==> src/rtl/ascon_axis_word_packer.sv <==
// ascon_axis_word_packer
//   Input stage of the Ascon accelerator. Packs pairs of 32-bit AXI4-Stream
//   beats into 64-bit little-endian words (beat 0 -> [31:0], beat 1 ->
//   [63:32]). The last word of each packet carries its valid-byte count.
//
//   Optional feature, macro ASCON_PACKER_PAD_EN: byte padding (0x01 after the
//   last data byte) for AD/PT/CT/MSG/Z packets. A full last word is followed
//   by an extra pad word 64'h1.
//
//   TUSER encoding: KEY=1 NONCE=2 AD=3 PT=4 CT=5 TAG=6 MSG=7 Z=8.
//
// Ports:
//   clk, rst            clock, synchronous active-high reset
//   s_axis_tdata/tkeep  input bytes and byte enables (first byte in [7:0])
//   s_axis_tuser        packet data type, constant within a packet
//   s_axis_tlast        last beat of packet
//   s_axis_tvalid/ready beat handshake
//   w_data/type/bytes   packed word, its type and valid-byte count (0..8)
//   w_last              final word of packet
//   w_valid/w_ready     word handshake toward the core
//   err_tuser           sticky, TUSER changed inside a word
module ascon_axis_word_packer #(
  parameter int IN_WIDTH   = 32,
  parameter int WORD_WIDTH = 64
) (
  input  logic                    clk,
  input  logic                    rst,
  input  logic [IN_WIDTH-1:0]     s_axis_tdata,
  input  logic [IN_WIDTH/8-1:0]   s_axis_tkeep,
  input  logic [3:0]              s_axis_tuser,
  input  logic                    s_axis_tlast,
  input  logic                    s_axis_tvalid,
  output logic                    s_axis_tready,
  output logic [WORD_WIDTH-1:0]   w_data,
  output logic [3:0]              w_type,
  output logic [3:0]              w_bytes,
  output logic                    w_last,
  output logic                    w_valid,
  input  logic                    w_ready,
  output logic                    err_tuser
);

  typedef enum logic [1:0] {
    EMPTY = 2'd0,
    HALF  = 2'd1,
    HOLD  = 2'd2,
    PADW  = 2'd3
  } state_t;

`ifdef ASCON_PACKER_PAD_EN
  localparam logic [3:0] T_AD  = 4'd3;
  localparam logic [3:0] T_PT  = 4'd4;
  localparam logic [3:0] T_CT  = 4'd5;
  localparam logic [3:0] T_MSG = 4'd7;
  localparam logic [3:0] T_Z   = 4'd8;

  function automatic logic f_pad_type(input logic [3:0] t);
    case (t)
      T_AD, T_PT, T_CT, T_MSG, T_Z: f_pad_type = 1'b1;
      default:                      f_pad_type = 1'b0;
    endcase
  endfunction

  logic r_pad_pend, w_pad_pend_nxt;
`endif

  state_t                  r_state, w_state_nxt;
  logic [31:0]             r_lo, w_lo_nxt;
  logic [3:0]              r_lo_type, w_lo_type_nxt;
  logic [WORD_WIDTH-1:0]   r_data, w_data_nxt;
  logic [3:0]              r_type, w_type_nxt;
  logic [3:0]              r_bytes, w_bytes_nxt;
  logic                    r_last, w_last_nxt;
  logic                    r_err, w_err_nxt;
  logic                    r_run;

  logic                    w_tready;
  logic                    w_beat;
  logic [3:0]              w_keep;
  logic [31:0]             w_beat_data;
  logic [2:0]              w_pop;
  logic                    w_complete;
  logic [WORD_WIDTH-1:0]   w_word;
  logic [3:0]              w_wbytes;
  logic                    w_wlast;
  logic [3:0]              w_wtype;

  assign w_valid   = (r_state == HOLD) || (r_state == PADW);
  assign w_data    = r_data;
  assign w_type    = r_type;
  assign w_bytes   = r_bytes;
  assign w_last    = r_last;
  assign err_tuser = r_err;

  // r_run keeps tready low while in reset and for the first cycle after it.
  // With padding, a full last word must drain into PADW before new beats.
`ifdef ASCON_PACKER_PAD_EN
  assign w_tready = r_run && (r_state != PADW) && !r_pad_pend && (!w_valid || w_ready);
`else
  assign w_tready = r_run && (r_state != PADW) && (!w_valid || w_ready);
`endif
  assign s_axis_tready = w_tready;
  assign w_beat        = s_axis_tvalid && w_tready;

  // Non-last beats are always full, whatever tkeep says.
  assign w_keep = s_axis_tlast ? s_axis_tkeep : 4'hF;
  assign w_pop  = {2'b00, w_keep[0]} + {2'b00, w_keep[1]}
                + {2'b00, w_keep[2]} + {2'b00, w_keep[3]};

  always_comb begin
    w_beat_data = '0;
    for (int unsigned i = 0; i < 4; i++) begin
      if (w_keep[i]) w_beat_data[8*i +: 8] = s_axis_tdata[8*i +: 8];
    end
  end

  always_comb begin
    w_state_nxt   = r_state;
    w_lo_nxt      = r_lo;
    w_lo_type_nxt = r_lo_type;
    w_data_nxt    = r_data;
    w_type_nxt    = r_type;
    w_bytes_nxt   = r_bytes;
    w_last_nxt    = r_last;
    w_err_nxt     = r_err;
`ifdef ASCON_PACKER_PAD_EN
    w_pad_pend_nxt = r_pad_pend;
`endif
    w_complete = 1'b0;
    w_word     = '0;
    w_wbytes   = '0;
    w_wlast    = 1'b0;
    w_wtype    = '0;

    // Word formation from the accepted beat.
    if (w_beat) begin
      if (r_state == HALF) begin
        w_complete = 1'b1;
        w_word     = {w_beat_data, r_lo};
        w_wbytes   = 4'd4 + {1'b0, w_pop};
        w_wlast    = s_axis_tlast;
        w_wtype    = r_lo_type;
        if (s_axis_tuser != r_lo_type) w_err_nxt = 1'b1;
      end else if (s_axis_tlast) begin
        w_complete = 1'b1;
        w_word     = {32'h0, w_beat_data};
        w_wbytes   = {1'b0, w_pop};
        w_wlast    = 1'b1;
        w_wtype    = s_axis_tuser;
      end else begin
        w_lo_nxt      = w_beat_data;
        w_lo_type_nxt = s_axis_tuser;
      end
    end

    if (w_complete) begin
      w_state_nxt = HOLD;
      w_data_nxt  = w_word;
      w_bytes_nxt = w_wbytes;
      w_last_nxt  = w_wlast;
      w_type_nxt  = w_wtype;
`ifdef ASCON_PACKER_PAD_EN
      w_pad_pend_nxt = 1'b0;
      if (w_wlast && f_pad_type(w_wtype)) begin
        if (w_wbytes == 4'd8) begin
          w_last_nxt     = 1'b0;
          w_pad_pend_nxt = 1'b1;
        end else begin
          w_data_nxt = w_word | (64'h1 << {w_wbytes[2:0], 3'b000});
        end
      end
`endif
    end else begin
      case (r_state)
        EMPTY: if (w_beat) w_state_nxt = HALF;
        HOLD: begin
          if (w_ready) begin
`ifdef ASCON_PACKER_PAD_EN
            if (r_pad_pend) begin
              w_state_nxt    = PADW;
              w_data_nxt     = 64'h1;
              w_bytes_nxt    = 4'd0;
              w_last_nxt     = 1'b1;
              w_pad_pend_nxt = 1'b0;
            end else begin
              w_state_nxt = w_beat ? HALF : EMPTY;
            end
`else
            w_state_nxt = w_beat ? HALF : EMPTY;
`endif
          end
        end
        PADW: if (w_ready) w_state_nxt = EMPTY;
        default: ;
      endcase
    end
  end

  always_ff @(posedge clk) begin
    if (rst) begin
      r_state   <= EMPTY;
      r_lo      <= '0;
      r_lo_type <= '0;
      r_data    <= '0;
      r_type    <= '0;
      r_bytes   <= '0;
      r_last    <= 1'b0;
      r_err     <= 1'b0;
      r_run     <= 1'b0;
`ifdef ASCON_PACKER_PAD_EN
      r_pad_pend <= 1'b0;
`endif
    end else begin
      r_state   <= w_state_nxt;
      r_lo      <= w_lo_nxt;
      r_lo_type <= w_lo_type_nxt;
      r_data    <= w_data_nxt;
      r_type    <= w_type_nxt;
      r_bytes   <= w_bytes_nxt;
      r_last    <= w_last_nxt;
      r_err     <= w_err_nxt;
      r_run     <= 1'b1;
`ifdef ASCON_PACKER_PAD_EN
      r_pad_pend <= w_pad_pend_nxt;
`endif
    end
  end

endmodule

==> config.mk <==
export PLATFORM = sky130hd
export DESIGN_NAME = ascon_axis_word_packer
export DESIGN_NICKNAME = d
export VERILOG_FILES = /design/src/rtl/ascon_axis_word_packer.sv
export SDC_FILE = /design/constraint.sdc
export NUM_CORES = 1
export LEC_CHECK = 0
export BUFFER_PORTS_ARGS = -buffer_cell sky130_fd_sc_hd__buf_2
export CAP_MARGIN = 20
export CORE_MARGIN = 2
export CORE_UTILIZATION = 40
export CTS_BUF_LIST = sky130_fd_sc_hd__clkbuf_16
export DETAILED_ROUTE_END_ITERATION = 10
export GPL_TIMING_DRIVEN = 0
export PLACE_DENSITY_LB_ADDON = 0.2
export REMOVE_ABC_BUFFERS = 1
export SYNTH_ARGS = -nofsm -noshare
export SYNTH_HDL_FRONTEND = slang
export SYNTH_SLANG_ARGS = --single-unit
==> constraint.sdc <==
create_clock -name clk -period 5.4 [get_ports clk]
set_clock_uncertainty 0.15 [all_clocks]
set_input_delay 0.27 -clock clk [delete_from_list [all_inputs] [get_ports clk]]
set_output_delay 0.27 -clock clk [all_outputs]
set_load 0.01 [all_outputs]
# --- After elaboration in Yosys (flattened, before gate mapping) ---
# Cells that the tools add are included.
classes:
  addsub: 4
  n_eq_ne: 11
  n_mux: 26
  bitwise_logic: 2
  reduce_logical: 14
ops:
  columns: ["operator", "n"]
  rows:
  - ["two-way mux 64 bit", 2]
  - ["two-way mux 32 bit", 1]
  - ["two-way mux 8 bit", 4]
  - ["two-way mux 4 bit", 6]
  - ["inequality test 3 bit (second input constant)", 3]
  - ["two-way mux 2 bit", 4]
  - ["inequality test 2 bit (second input constant)", 4]
  - ["AND reduction 4 bit", 2]
  - ["two-way mux 1 bit", 7]
  - ["one-hot mux 2 bit (3 select lines)", 1]
  - ["AND reduction 3 bit", 2]
  - ["adder 3 x 3 -> 4 bit (first input constant)", 1]
  - ["equality test 2 bit (second input constant)", 2]
  - ["inequality test 4 bit", 1]
  - ["nonzero test 4 bit", 1]
  - ["adder 2 x 1 -> 3 bit", 1]
  - ["adder 3 x 1 -> 3 bit", 1]
  - ["logical AND 1 bit", 3]
  - ["two-way mux 3 bit", 1]
  - ["nonzero test 3 bit", 1]
  - ["adder 1 x 1 -> 2 bit", 1]
  - ["equality test 2 x 1 -> 1 bit (second input constant)", 1]
  - ["logical NOT 2 bit", 1]
  - ["logical OR 1 bit", 2]
  - ["3 further kinds", 4]
totals:
  regBits: 113
  in_bits: 45
  output_inout_bits: 76
  elab_cells: 67

# --- Depth between registers and ports, before layout ---
# Gate-level depths: netlist (run 1).
logic_depth:
  word_depth: 10
  mapped_depth: 10
  ltp_nobuf: 8

# --- Least setup slack after synthesis (run 1) ---
# Ideal clock, no wire load.
synth_path:
  kind: "input port to flip-flop"
  from: "in s_axis_tkeep[1]"
  to: "reg r_bytes[2] (netlist: w_bytes[2])"
  setup_ns: 0.075
  t_arrival_ns: 1.983
  t_required_ns: 5.175
  setup_slack_ns: 3.192
  cell_stages: 9
  n_path_buf: 2
  cell_sequence: "buf_2 nand2b_1 clkbuf_1 fa_1 ha_1 ha_1 mux2i_1 nand3_1 o22ai_1"
synth_between:
  elab_chain_cells: 7
  word_cells_on_any_way: 8
  cone_classes: "4 x add/sub; 4 x mux"
synth_rtl:
  columns: ["element", "line_no", "text"]
  rows:
  - ["from (decl)", "29", "input logic [IN_WIDTH/8-1:0] s_axis_tkeep,"]
  - ["two-way mux 4 bit (*)", "106", "assign w_keep = s_axis_tlast ? s_axis_tkeep : 4'hF;"]
  - ["adder 1 x 1 -> 2 bit (*)", "107", "assign w_pop = {2'b00, w_keep[0]} + {2'b00, w_keep[1]}"]
  - ["adder 2 x 1 -> 3 bit (*)", "108", "+ {2'b00, w_keep[2]} + {2'b00, w_keep[3]};"]
  - ["adder 3 x 1 -> 3 bit (*)", "108", null]
  - ["adder 3 x 3 -> 4 bit / two-way mux 3 bit (equally long branches)", "140, 144", null]
  - ["two-way mux 4 bit (*)", "137", "if (r_state == HALF) begin"]
  - ["two-way mux 4 bit (*)", "136", "if (w_beat) begin"]
  - ["to (signal assigned)", "219", "r_bytes <= w_bytes_nxt;"]
  - ["to (decl)", "72", "logic [3:0] r_bytes, w_bytes_nxt;"]
# Mark *: on every way between the ends. The rest lies on a longest branch, timed or not.
# A chain may end at the register's enable or synchronous reset.

# --- Worst setup path after layout (run 1) ---
layout_path:
  from: "reg r_state[1]"
  to: "reg r_type[0] (netlist: w_type[0])"
layout_between:
  elab_chain_cells: 7
  word_cells_on_any_way: 14
  cone_classes: "4 x eq/ne; 4 x mux; 6 x reduce/logical"
layout_rtl:
  columns: ["element", "line_no", "text"]
  rows:
  - ["from (decl)", "67", "state_t r_state, w_state_nxt;"]
  - ["from (signal assigned)", "214", "r_state <= w_state_nxt;"]
  - ["equality test 2 bit", "88", "assign w_valid = (r_state == HOLD) || (r_state == PADW);"]
  - ["logical OR 1 bit", "88", null]
  - ["logical NOT 1 bit", "100", "assign w_tready = r_run && (r_state != PADW) && (!w_valid || w_ready);"]
  - ["logical OR 1 bit", "100", null]
  - ["logical AND 1 bit", "100", null]
  - ["logical AND 1 bit", "103", "assign w_beat = s_axis_tvalid && w_tready;"]
  - ["two-way mux 4 bit / two-way mux 1 bit (equally long branches)", "136", null]
  - ["to (signal assigned)", "218", "r_type <= w_type_nxt;"]
  - ["to (decl)", "71", "logic [3:0] r_type, w_type_nxt;"]
# Parallel ways exist; a longest one is shown, timed or not.

==> flow_summary.toml, run 1 <==
[status]
status = "complete, no violations"

[timing]
maxSlewViolCount = 0
hold_violations = 0
tns_ns = 0
worst_pin_slew_ns = 0.857
setup_viol = 0
maxClockFrequency_mhz = 331
fin_crit_sh_pct = 55.9
maxSlewHeadroom_pct = 42.9
rsz0062_at_grt = "false"
fin_crit_ns = 3.02

[final_layout]
drive_gt1_share_pct = 21.4
fin_area_um2 = 6490
syn_to_final_growth_pct = 31.6
num-fill-cells = 1154
finalNetCount = 796

[synth]
yosysSeqAreaShare_pct = 45.9
synth_cell_types = 38
synth_top_area_share_pct = 45.9
synth_area_leaders = "dfxtp_1, nand3_1, a21oi_1"
async_flop_share_pct = 0
netlist_area_um2 = 4930
synth_mux_area_share_pct = 0.406
syn_inst = 617
synth-xor-area-share_pct = 0.711
synth_top_family_by_area = "simple AND/OR/NAND/NOR gates"
synth_commonest_cells = "nand3_1, dfxtp_1, nand2_1"
synth-compound-area-share_pct = 15.3
synth_fa_ha_area_share_pct = 1.93
yosysTopAreaCell = "dfxtp_1"
ys.flop_type = "dfxtp_1"
synth-edff-count = 0
avgSynthCellArea_um2 = 7.99
synth_most_common_cell = "nand3_1"
ys_seq_elements = 113
ys_warn_count = 0
synth-simple-area-share_pct = 28.7

[clock_network]
postCtsSetupBuffers = 0
htreeDepth = 4
numCtsBuffers = 17
cts_resized = 0
clk_latency_ns = 0.40
clock_path_buffers = 2
clock-sinks = 113
cts-root-buf = "clkbuf_16"
cts.clk_slew.worst_paths_ns = 0.05
cts_tree = "yes"

[place]
globalplace.congestion = 0.793
placed_area_um2 = 5590
dp_hpwl_um = 9130
numPortBuffers = 120

[routing]
routedWlPerCell_um = 15.7
wirelength_um = 14200
viasPerCell = 5.32
ant_nets = 0
drt-pass1-iter-count = 6
vias = 4818
remaining_drc_errors = 0
drtIter0Drc = 290

[floorplan]
core_area_um2 = 12000
fp.dieArea_um2 = 13200
initial_utilization_pct = 41.0
die_y_um = 115
die_w_um = 115
rows = 40
io_pins = 121

[worst_setup_path]
crit_arrival_ns = 3.18
crit_type = "reg2reg"
rr_worst_depth = 8
crit_top_cell = "buf_8"
path_cells = "inv_1, ha_2, nor4b_4, buf_8, buf_8, buf_6, nor3_1, a311oi_1"
cp_max_fo = 39
slowest_delay_ns = 0.78
worst_setup_path_end_kind = "flop"
required_ns = 5.56
start_kind = "flop"
crit_slowest_cell = "nor4b_4"

[worst_hold_path]
min_path_type = "in2reg"
hold_depth = 3

[global_route]
antenna_found_initial = 0
grt_max_degree = 44
grt_pass1_wl_um = 22600
overflow = 0
grt_usage_pct = 21.8
grt_pass1_vias = 4563

[pwr]
p_per_area_nw_per_um2 = 331
ir_drop_uv = 199
p_leak_nw = 2.75

[run]
max_cap_violations = 0
==> final cells by class <==
type / count / area, µm² / area share, %
well taps: 147 / 184 / 2.83
clock buffers: 17 / 425 / 6.55
flip-flops and latches: 113 / 2260 / 34.9
diodes: 1 / 2.50 / 0.0386
multi-input cells: 439 / 2340 / 36.0
repair buffers: 169 / 1180 / 18.1
clock inverters: 15 / 87.6 / 1.35
inverters: 4 / 15.0 / 0.231
==> state kept, by name (all words and copies together), names as in the netlist, 2 cells and up <==
register / cells
w_data: 64
r_lo: 32
r_lo_type: 4
w_bytes: 4
w_type: 4
r_state: 2
==> stage by stage <==
stage                     worst slack (ns)  hold slack, ns  instances  utilization [%]  power [mW]
after global routing                  2.10          0.0395        904             54.0        2.24
after global placement               -2.50           0.288        823             44.8        1.14
final                                 2.38          0.0454        905             54.0        2.15
after CTS                             2.33          0.0257        903             53.8        2.16
after detailed placement              2.21           0.291        835             46.5        1.16
after floorplan                     0.0731           0.189        556                -        1.04
==> cell families (layout without fill, tap and decap cells) <==
logic type / after synthesis / after routing
buffers and inverters: 65 / 205
DFF: 113 / 113
and+or+nand+nor: 297 / 297
AOI/OAI and AO/OA: 129 / 129
muxes: 2 / 2
other: 0 / 1
adders and majority gates: 7 / 7
xor gates and xnor gates: 4 / 4
==> cell usage in the layout, fill, tap and decap left out, drive strengths merged, types with 2 or more instances in the layout <==
master and instances:
a311oi 4, nor2 39, buf 133, and2 4, inv 9, nand4 2
nand2b 7, a21oi 67, nor3 37, dfxtp 113, nand3 123, clkbuf 17
o21ai 22, ha 6, a211oi 32, xnor2 4, mux2i 2, nand2 74
nand3b 4, clkinv 9, dlygate4sd3 36
==> power breakdown <==
group | leakage [nW] | switching (mW) | internal (mW)
Clock | 0.274 | 0.375 | 0.610
Sequential | 0.918 | 0.0186 | 0.870
Combinational | 1.56 | 0.164 | 0.114
Total | 2.75 | 0.557 | 1.59
==> worst max-delay path: cells and delay by family, from the launching register on <==
| kind | cells | cell delay [ns] |
|---|---|---|
| flops | 1 | 0.33 |
| fa+ha+maj | 1 | 0.69 |
| buf+inv | 4 | 0.66 |
| simple gates | 2 | 0.84 |
| compound gates | 1 | 0.25 |
==> path summary, 6_finish.rpt <==
| check | from | endpoint | slack (ns) |
|---|---|---|---|
| setup / recovery | r_state[1] | w_type[0] | 2.38 |
| hold / removal | s_axis_tvalid | w_bytes[2] | 0.05 |
| setup reg to reg | r_state[1] | w_type[0] | 2.38 |
| hold reg to reg | w_data[48] | w_data[48] | 0.30 |
==> timing repair <==
item	in CTS	in global routing
hold buffers	36	0
endpoints found under the setup margin	0	0
hold endpoints to repair	58	0
==> metal layers <==
layer  up-vias  global-route usage [%]  routed length (µm)
met2       156                    36.4                6910
met3        15                    5.69                 928
met5         -                       0                   0
li1       2431                       -                   -
met4         0                    8.03                 170
met1      2216                    27.3                6220
(Power assumes the default switching activity.)
==> inputs of run 2 (changes only) <==
- clock period: 5.4 -> 2.9 ns (I/O delays scaled with it)
==> flow_summary.toml, run 2 (same netlist as run 1, synthesis figures left out) <==
[timing]
finalHoldWorstSlack_ns = 0.101
maxClockFrequency_mhz = 367
tns_ns = 0
fin_crit_ns = 2.72
hold_violations = 0
maxSlewViolCount = 0
setup_viol = 0
worst_pin_slew_ns = 0.870
rsz0062_at_grt = "false"
maxSlewHeadroom_pct = 42.0
fin_crit_sh_pct = 93.9

[global_route]
grt_usage_pct = 21.8
grt_max_degree = 44
antenna_found_initial = 0
grt_pass1_vias = 4557
overflow = 0
grt_pass1_wl_um = 22600

[run]
max_cap_violations = 0

[worst_setup_path]
crit_type = "in2reg"
cp_max_fo = 43
crit_arrival_ns = 2.90
crit_top_cell = "ha_1"
required_ns = 3.08
slowest_delay_ns = 0.66
worst_setup_path_end_kind = "flop"
path_cells = "buf_2, nand2b_1, fa_1, ha_1, ha_1, nand2_1, mux2i_1, nand3_1, o22ai_1"
crit_slowest_cell = "buf_2"
start_kind = "input pin"

[routing]
drt-pass1-iter-count = 6
ant_nets = 0
routedWlPerCell_um = 15.8
vias = 4829
drtIter0Drc = 329
wirelength_um = 14300
remaining_drc_errors = 0
viasPerCell = 5.32

[floorplan]
rows = 40
die_w_um = 115
initial_utilization_pct = 41.0
die_y_um = 115
fp.dieArea_um2 = 13200
core_area_um2 = 12000
io_pins = 121

[worst_hold_path]
min_path_type = "in2reg"

[final_layout]
final_common_cell = "nand3_1"
num-fill-cells = 1153
drive_gt1_share_pct = 21.5
mostFrequentLayoutCells = "nand3_1, buf_2, dfxtp_1"
largest_reg_flops = 64
syn_to_final_growth_pct = 32.3
finalNetCount = 798
fin_area_um2 = 6520

[place]
globalplace.congestion = 0.793
numPortBuffers = 120
placed_area_um2 = 5590
dp_hpwl_um = 9130

[pwr]
ir_drop_uv = 371
p_per_area_nw_per_um2 = 615
p_leak_nw = 2.77

[clock_network]
clock_path_buffers = 2
cts-root-buf = "clkbuf_16"
clk_latency_ns = 0.40
numCtsBuffers = 17
cts.clk_slew.worst_paths_ns = 0.05
clock-sinks = 113
cts_tree = "yes"
htreeDepth = 4

[status]
status = "complete, no violations"
-- run 2: cell types whose count changed in the layout (fill, tap and decap cells not counted), sizes merged --
cell and change:
buf +1, dlygate4sd3 +1
-- run 2: power by group --
| part | total (mW) | switching (mW) | internal (mW) |
|---|---|---|---|
| registers | 1.66 | 0.0355 | 1.62 |
| clock network | 1.83 | 0.699 | 1.14 |
| logic | 0.522 | 0.307 | 0.215 |
| total | 4.01 | 1.04 | 2.97 |
-- run 2: layer usage --
layer  vias up  part of all wire [%]  global-route usage, %  routed length, µm
met4         0                   1.1                   8.03                157
met5         -                     0                      0                  0
met2       163                    49                   36.4               6980
li1       2434                     -                      -                  -
met1      2219                    44                   27.2               6260
met3        13                   6.5                   5.69                927
-- run 2: cell type report --
class                   instances  area (µm²)  share of cell area [%]
clock buffers                  17         425                    6.52
flip-flops and latches        113        2260                    34.7
diodes                          1        2.50                  0.0384
well taps                     147         184                    2.82
inverters                       4        15.0                   0.230
repair buffers                171        1190                    18.3
multi-input cells             439        2350                    36.1
clock inverters                15        87.6                    1.34
-- run 2: path summary, 6_finish.rpt --
check             slack, ns  cells past startpoint          from         end
hold / removal         0.10                      4       w_ready  r_state[1]
setup / recovery       0.18                      9  s_axis_tlast  w_bytes[2]
hold reg to reg        0.30                      2      r_lo[25]    r_lo[25]
setup reg to reg       0.26                      8    r_state[0]  w_data[13]
-- run 2: repair_timing --
action | in CTS | in global routing
endpoints found under the setup margin | 37 | 37
cloned | 0 | 0
endpoints found under the hold margin | 74 | 0
hold buffers | 37 | 0
setup buffers | 1 | 0
gates resized for setup | 1 | 1
-- run 2: per-stage QoR --
stage	util [%]	std cells	setup WS (ns)	power, mW
after global placement	44.8	823	-5.00	2.13
after CTS	54.0	905	0.0227	4.04
after detailed placement	46.5	835	-0.167	2.16
final	54.3	907	0.177	4.01
after floorplan	-	556	-2.43	1.94
after global routing	54.3	906	0.111	4.18
-- run 2: critical path, delay by kind of cell --
family / cells / cell delay (ns)
mux: 1 / 0.27
compound gates: 1 / 0.15
buf+inv: 1 / 0.66
fa+ha+maj: 3 / 0.99
simple gates: 3 / 0.66
==> inputs of run 3 (changes only) <==
- CORE_UTILIZATION: 40 -> 53
==> flow_summary.toml, run 3 (same netlist as run 1, synthesis figures left out) <==
[routing]
remaining_drc_errors = 0
drt-pass1-iter-count = 5
viasPerCell = 5.77
routedWlPerCell_um = 16.0
vias = 5014
wirelength_um = 13900
drtIter0Drc = 226
ant_nets = 0

[floorplan]
initial_utilization_pct = 53.9
rows = 35
core_area_um2 = 9150
die_y_um = 100
die_w_um = 100
fp.dieArea_um2 = 10100
io_pins = 121

[place]
globalplace.congestion = 0.789
placed_area_um2 = 5530
numPortBuffers = 120
dp_hpwl_um = 8450
dp.cells = 799
dp_slack_ns = -0.196

[worst_setup_path]
required_ns = 3.00
timing.reg2reg.setup_slack_ns = 0.09
crit_type = "reg2reg"
start_kind = "flop"
worst_setup_path_end_kind = "flop"
crit_arrival_ns = 2.92
rr_startpoint = "r_state[0]"
cp_max_fo = 39
crit_start = "r_state[0]"
rr_worst_depth = 7

[clock_network]
cts.clk_slew.worst_paths_ns = 0.05
clk_latency_ns = 0.40
clock_path_buffers = 2
cts-root-buf = "clkbuf_16"
htreeDepth = 4
cts_tree = "yes"
numCtsBuffers = 17
clock-sinks = 113

[timing]
rsz0062_at_grt = "false"
maxSlewHeadroom_pct = 42.4
fin_crit_sh_pct = 97.1
setup_ws_ns = 0.0854
fin_crit_ns = 2.81
setup_viol = 0
worst_pin_slew_ns = 0.864
maxSlewViolCount = 0
hold_violations = 0
maxClockFrequency_mhz = 355

[global_route]
grt_max_degree = 44
antenna_found_initial = 0
grt_pass1_wl_um = 21900
grt_pass1_vias = 4696
grt_usage_pct = 27.2
overflow = 0

[final_layout]
fin_cells = 869
n_antenna_cell = 0
drive_gt1_share_pct = 22.2
largest_reg_flops = 64
fin_util_pct = 71.5
finalNetCount = 798
fin_area_um2 = 6550
syn_to_final_growth_pct = 32.8
final_common_cell = "nand3_1"
seq_area_um2 = 2260
multi_input_area_um2 = 2350
mostFrequentLayoutCells = "nand3_1, buf_2, dfxtp_1"
num-fill-cells = 750

[pwr]
seqPwrFrac_pct = 38.6
p_sw_mw = 1.04
p_comb_share_pct = 12.2
switching_share_pct = 24.3
p_int_mw = 3.25
ir_drop_uv = 498
pwr-share-clk_pct = 49.2
p_total_mw = 4.29
p_per_area_nw_per_um2 = 656
p_leak_nw = 2.78

[run]
max_cap_violations = 0

[status]
status = "complete, no violations"

[worst_hold_path]
hp-start = "w_ready"
hold_depth = 4
min_path_type = "in2reg"
## run 3: final timing paths
| kind | endpoint |
|---|---|
| setup / recovery | w_type[3] |
| hold / removal | r_state[1] |
| hold reg to reg | r_lo[27] |
| setup reg to reg | w_type[3] |
## run 3: power groups by stage
stage | clock network (mW) | registers, mW | logic, mW
2_1_floorplan | 0 | 1.71 | 0.230
3_3_place_gp | 0 | 1.68 | 0.437
3_5_place_dp | 0 | 1.69 | 0.465
4_1_cts | 2.13 | 1.66 | 0.509
5_1_grt | 2.19 | 1.66 | 0.574
6_report | 2.11 | 1.66 | 0.523
## run 3: what timing repair did
action                                  CTS  global route
resized for setup                         1             0
hold endpoints to repair                 74             0
buffers inserted                          0             1
hold buffers                             37             0
endpoints found under the setup margin   39            37
## run 3: area by class of cell
class                      count  share of cell area [%]
multi-input combinational    439                    35.8
sequential                   113                    34.5
timing repair buffer         171                    18.1
clock buffer                  17                    6.50
clock inverter                14                    2.64
tap                          111                    2.12
inverter                       4                   0.229
## run 3: through the flow
| stage | hold slack, ns | setup TNS [ns] |
|---|---|---|
| 2_1_floorplan | 0.0641 | -157.48 |
| 3_3_place_gp | 0.234 | -353.02 |
| 3_5_place_dp | 0.237 | -5.84 |
| 4_1_cts | 0.0518 | 0 |
| 5_1_grt | 0.121 | 0 |
| 6_report | 0.0805 | 0 |
## run 3: critical path, stage by stage, from the launching register on
cell and delay (ns):
dfxtp_1 0.41, inv_1 0.11, ha_1 0.31, and2b_4 0.23, or4b_2 0.79, buf_12 0.25
nand2_8 0.24, a311oi_1 0.14
## run 3: layer usage
metal,track usage [%],routed length [µm],vias to the layer above
li1,-,-,2428
met2,46.8,6840,196
met3,6.34,880,23
met4,10.6,223,0
met5,0,0,-
met1,32.9,5930,2367
